==> src/rtl/branch_ctrl.sv <==
// Fetch-stage PC sequencer and conditional jump resolver with flag-stall and flush.
// Optional saturating taken/not-taken counters are built when BRANCH_STATS_EN is defined.
module branch_ctrl #(
  parameter int unsigned ADDR_W       = 16,
  parameter int unsigned PC_INC       = 1,
  parameter int unsigned RESET_PC     = 0,
  parameter int unsigned FLUSH_CYCLES = 2
`ifdef BRANCH_STATS_EN
  ,
  parameter int unsigned CNT_W        = 16
`endif
) (
  input  logic              i_clk,
  input  logic              i_reset,
  output logic [ADDR_W-1:0] o_fetch_pc,
  output logic              o_fetch_valid,
  input  logic              i_fetch_ready,
  input  logic              i_jmp_valid,
  input  logic [3:0]        i_jmp_cond,
  input  logic [ADDR_W-1:0] i_jmp_target,
  output logic              o_jmp_ready,
  input  logic [3:0]        i_cpsr,
  input  logic              i_flags_pending,
  output logic              o_redirect,
  output logic              o_flush
`ifdef BRANCH_STATS_EN
  ,
  output logic [CNT_W-1:0]  o_taken_cnt,
  output logic [CNT_W-1:0]  o_ntaken_cnt
`endif
);

  localparam logic [3:0] COND_JMP = 4'h0;
  localparam logic [3:0] COND_JEQ = 4'h1;
  localparam logic [3:0] COND_JNE = 4'h2;
  localparam logic [3:0] COND_JGE = 4'h3;
  localparam logic [3:0] COND_JLT = 4'h4;
  localparam logic [3:0] COND_JGT = 4'h5;
  localparam logic [3:0] COND_JLE = 4'h6;

  localparam int unsigned FC_W = $clog2(FLUSH_CYCLES + 1);

  typedef enum logic [1:0] {StRun, StWaitFlags, StFlush} state_e;

  state_e            r_state;
  logic [ADDR_W-1:0] r_fetch_pc;
  logic [FC_W-1:0]   r_flush_cnt;
  logic              r_redirect;
  logic              r_flush;
`ifdef BRANCH_STATS_EN
  logic [CNT_W-1:0]  r_taken_cnt;
  logic [CNT_W-1:0]  r_ntaken_cnt;
`endif

  logic w_n, w_z, w_v, w_cond_true, w_jmp_ready, w_fetch_valid, w_taken;
  logic w_unused_c;

  assign w_n        = i_cpsr[3];
  assign w_z        = i_cpsr[2];
  assign w_v        = i_cpsr[0];
  assign w_unused_c = i_cpsr[1];

  always_comb begin
    w_cond_true = 1'b0;
    case (i_jmp_cond)
      COND_JMP: w_cond_true = 1'b1;
      COND_JEQ: w_cond_true = w_z;
      COND_JNE: w_cond_true = !w_z;
      COND_JGE: w_cond_true = (w_n == w_v);
      COND_JLT: w_cond_true = (w_n != w_v);
      COND_JGT: w_cond_true = !w_z && (w_n == w_v);
      COND_JLE: w_cond_true = w_z || (w_n != w_v);
      default:  w_cond_true = 1'b0;
    endcase
  end

  assign w_jmp_ready   = (r_state == StRun || r_state == StWaitFlags) && i_jmp_valid &&
                         !i_flags_pending;
  assign w_taken       = w_jmp_ready && w_cond_true;
  assign w_fetch_valid = (r_state == StRun) && !i_reset;

  always_ff @(posedge i_clk) begin
    if (i_reset) begin
      r_state     <= StRun;
      r_fetch_pc  <= ADDR_W'(RESET_PC);
      r_flush_cnt <= '0;
      r_redirect  <= 1'b0;
      r_flush     <= 1'b0;
`ifdef BRANCH_STATS_EN
      r_taken_cnt  <= '0;
      r_ntaken_cnt <= '0;
`endif
    end else begin
      r_redirect <= 1'b0;
      r_flush    <= 1'b0;
      if (w_taken) begin
        // Redirect wins over a fetch accepted in the same cycle; flush kills that fetch.
        r_fetch_pc  <= i_jmp_target;
        r_redirect  <= 1'b1;
        r_flush     <= 1'b1;
        r_flush_cnt <= FC_W'(FLUSH_CYCLES);
        r_state     <= StFlush;
      end else begin
        case (r_state)
          StRun: begin
            if (w_fetch_valid && i_fetch_ready) begin
              r_fetch_pc <= r_fetch_pc + ADDR_W'(PC_INC);
            end
            if (i_jmp_valid && i_flags_pending) begin
              r_state <= StWaitFlags;
            end
          end
          StWaitFlags: begin
            // Leave on a not-taken resolve, or if decode drops the jump.
            if (w_jmp_ready || !i_jmp_valid) begin
              r_state <= StRun;
            end
          end
          StFlush: begin
            r_flush_cnt <= r_flush_cnt - 1'b1;
            if (r_flush_cnt <= FC_W'(1)) begin
              r_state <= StRun;
            end
          end
          default: r_state <= StRun;
        endcase
      end
`ifdef BRANCH_STATS_EN
      if (w_jmp_ready && w_cond_true && (r_taken_cnt != '1)) begin
        r_taken_cnt <= r_taken_cnt + 1'b1;
      end
      if (w_jmp_ready && !w_cond_true && (r_ntaken_cnt != '1)) begin
        r_ntaken_cnt <= r_ntaken_cnt + 1'b1;
      end
`endif
    end
  end

  assign o_fetch_pc    = r_fetch_pc;
  assign o_fetch_valid = w_fetch_valid;
  assign o_jmp_ready   = w_jmp_ready;
  assign o_redirect    = r_redirect;
  assign o_flush       = r_flush;
`ifdef BRANCH_STATS_EN
  assign o_taken_cnt   = r_taken_cnt;
  assign o_ntaken_cnt  = r_ntaken_cnt;
`endif

endmodule

==> config.mk <==
export PLATFORM = sky130hd
export DESIGN_NAME = branch_ctrl
export DESIGN_NICKNAME = d
export VERILOG_FILES = /design/src/rtl/branch_ctrl.sv
export SDC_FILE = /design/constraint.sdc
export NUM_CORES = 1
export LEC_CHECK = 0
export ABC_AREA = 1
export CAP_MARGIN = 10
export CORE_AREA = 2 2 61 63
export CTS_CLUSTER_DIAMETER = 40
export DETAILED_ROUTE_END_ITERATION = 10
export DIE_AREA = 0 0 63 65
export MAX_ROUTING_LAYER = met4
export PLACE_DENSITY = 0.77
export SLEW_MARGIN = 20
export SYNTH_ARGS = -nofsm -noshare
export SYNTH_HDL_FRONTEND = slang
export SYNTH_SLANG_ARGS = --single-unit
==> constraint.sdc <==
create_clock -name i_clk -period 1.45 [get_ports i_clk]
set_input_delay 0.145 -clock i_clk [delete_from_list [all_inputs] [get_ports i_clk]]
set_output_delay 0.145 -clock i_clk [all_outputs]
set_load 0.005 [all_outputs]
==> run_results.csv <==
group,metric,value,unit
sta,min_period,1400,ps
route,drc_errors,0,
critical_path,crit_type,"reg -> reg",
sta,tightest_slew,262,ps
floorplanning,initial_core_util,43.4,%
global_route,grt_pass1_wl,7220,µm
place,placedCellCount,363,
sta,whs,373,ps
sta,setup_viol_count_final,0,
floorplanning,die_area,0.00410,mm²
logic_synthesis,synth_seq_cells,21,
sta,setup_slack,48.1,ps
clocking,cts_root_buf,"clkbuf_4",
power,power_density,564,mW/mm²
sta,min_period_over_period,96.7,%
logic_synthesis,ys_warn_count,0,
power,total_power,1.36,mW
route,firstDrtPassIters,4,
worst_hold_path,hp-class,"in -> reg",
cells_and_area,final_layout_size_suffix_gt1_share,25.8,%
route,ant_nets,0,
clocking,cts_buffer_depth,2,
sta,skew,15.4,ps
clocking,htree_levels,1,
critical_path,worstPathArrival,1620,ps
sta,hold_viol_final,0,
logic_synthesis,netlist.top_cell.by_area,"dfxtp_1",
global_route,grt_pass1_vias,1729,
power,p_leak,1.18,nW
clocking,numCtsBuffers,3,
clocking,cts_sinks,21,
sta,slew_headroom,82.4,%
place,gp_congestion,0.924,
place,portBuffers,47,
global_route,gr-total-overflow,0,
logic_synthesis,ys_types,26,
global_route,grt_max_degree,15,
logic_synthesis,synthCells,250,
floorplanning,ios,49,
critical_path,required,1660,ps
logic_synthesis,syn_avg_cell_area,6.07,µm²
global_route,track_usage,22.5,%
route,first_iter_violations,83,
floorplanning,num_rows,22,
sta,setup-tns-final,0,ps
critical_path,cp-end-kind,"register",
clocking,cts_tree,"yes",
critical_path,path_max_fanout,4,
floorplanning,die_width,63,µm
logic_synthesis,ys_seq_area_share,27.7,%
sta,rsz0062_at_grt,"true",
clocking,path_clk_slew,130,ps
cells_and_area,diodes,0,
cells_and_area,postLayoutCellArea,0.00240,mm²
critical_path,cp-start-kind,"register",
cells_and_area,fin_util,68.8,%
clocking,clkLatencyLatePin,320,ps
place,pre_cts_slack,-284,ps
global_route,antenna_found_initial,0,
logic_synthesis,netlist_area,0.00152,mm²
cells_and_area,nNetsFinal,354,
logic_synthesis,yosys-top-cells-area,"dfxtp_1 28%, nand2_1 17%, nor2_1 12%",
floorplanning,die_y,65,µm
sta,clock.fmax,713,MHz
route,routed-via-count,1845,
sta,maxSlewViolCount,0,
route,via_per_inst,4.99,
place,post_dp_cell_area,0.00218,mm²
route,wire_per_inst,12.4,µm
cells_and_area,area_growth,58.4,%
logic_synthesis,post-synth-top-area-fraction,27.7,%
power,ir_drop,0.000344,V
status,run_status,"completed",
logic_synthesis,syn_nets,281,
place,hpwl,3300,µm
route,routed_wl,4600,µm
run,maxCapViolations,0,
clocking,postCtsHoldBufs,0,
cells_and_area,final_cells,370,
floorplanning,coreArea,0.00350,mm²
## what timing repair did
action                                  4_1_cts  5_1_grt
setup buffers                                 1        3
gates resized for setup                      14       50
endpoints found under the setup margin       13       28
pin swaps                                     1       15
cloned                                        0        0
## area by class of cell
type	count	area (µm²)
inverter	27	101
timing repair buffer	75	719
fill	317	1090
tap	48	60.1
multi-input combinational	195	1050
sequential	21	444
clock buffer	3	22.5
clock inverter	1	5.00
## final timing paths
kind	from	endpoint	slack, ps	depth (start not counted)
setup / recovery	o_fetch_pc[0]$_SDFFE_PP0P_	o_fetch_pc[14]$_SDFFE_PP0P_	50	10
hold / removal	i_jmp_target[0]	o_fetch_pc[0]$_SDFFE_PP0P_	370	3
setup reg to reg	o_fetch_pc[0]$_SDFFE_PP0P_	o_fetch_pc[14]$_SDFFE_PP0P_	50	10
hold reg to reg	r_flush_cnt[1]$_SDFFE_PP0P_	r_state[1]$_SDFFE_PP0P_	500	2
## worst max-delay path: stages (launching register included)
cell	delay (ps)
dfxtp_2	370
ha_2	200
nand2_4	80
nor2_4	100
nand2_2	90
o21ai_1	150
nand2_1	70
nand2_1	60
nand2_1	50
nor2_1	80
nor2_1	50
## cells by family after synthesis
group	share of synthesized area, %
fa+ha+maj	1.65
compound gates	7.17
simple gates	50.4
flops	27.7
buf+inv	10.2
xor+xnor	2.89
## synthesized netlist by cell type
cell and n:
a21oi_1 8, buf_6 2, dfxtp_1 21, nand3_4 1, nor3_4 2, nand4_1 4, xnor2_1 3, o21ai_0 8
nor2_2 2, nand2_1 67, inv_1 24, clkbuf_1 1, nand3_1 30, nand2_2 5, or2_2 1, nand3b_1 4
nor3b_2 1, buf_2 1, nand2_4 1, o41ai_1 1, o21ai_1 4, ha_1 2, inv_2 3, buf_4 3
nor2_1 49, xor2_1 2
## layout by cell type, fill, tap and decap left out
| master | instances |
|---|---|
| nor2_2 | 3 |
| clkbuf_4 | 3 |
| a21oi_1 | 8 |
| nor3_4 | 2 |
| buf_6 | 5 |
| dfxtp_2 | 16 |
| nand3_4 | 2 |
| nand4_1 | 4 |
| o41ai_1 | 1 |
| nand3_2 | 4 |
| nand2_4 | 5 |
| buf_4 | 23 |
| nor2_4 | 5 |
| dlygate4sd2_1 | 2 |
| clkinv_2 | 1 |
| ha_1 | 1 |
| o21ai_2 | 1 |
| inv_2 | 4 |
| o21ai_1 | 5 |
| o21ai_0 | 6 |
| xor2_1 | 2 |
| inv_1 | 23 |
| nand3b_1 | 4 |
| nor3b_2 | 1 |
| nor2_1 | 43 |
| dfxtp_1 | 4 |
| nand2_2 | 5 |
| clkdlybuf4s50_1 | 36 |
| ha_2 | 1 |
| or2_2 | 1 |
| dfxtp_4 | 1 |
| xnor2_1 | 3 |
| nand2_1 | 63 |
| dlymetal6s2s_1 | 9 |
| nand3_1 | 25 |
## power breakdown
group | switching [mW] | leakage, nW | internal, mW
clock | 0.212 | 0.0177 | 0.103
combinational | 0.186 | 0.981 | 0.215
sequential | 0.0316 | 0.179 | 0.608
## sequential cells by signal, indices dropped and copies added, names as in the netlist
| register | cells |
|---|---|
| o_flush | 1 |
| r_flush_cnt | 2 |
| r_state | 2 |
| o_fetch_pc | 16 |
## routing by layer
metal | wire length, µm | GRT usage, %
met1 | 1940 | 26.1
met2 | 2400 | 40.0
met3 | 192 | 2.43
met4 | 64 | 8.89
met5 | 0 | -
Power figures use the tool's default switching activity.
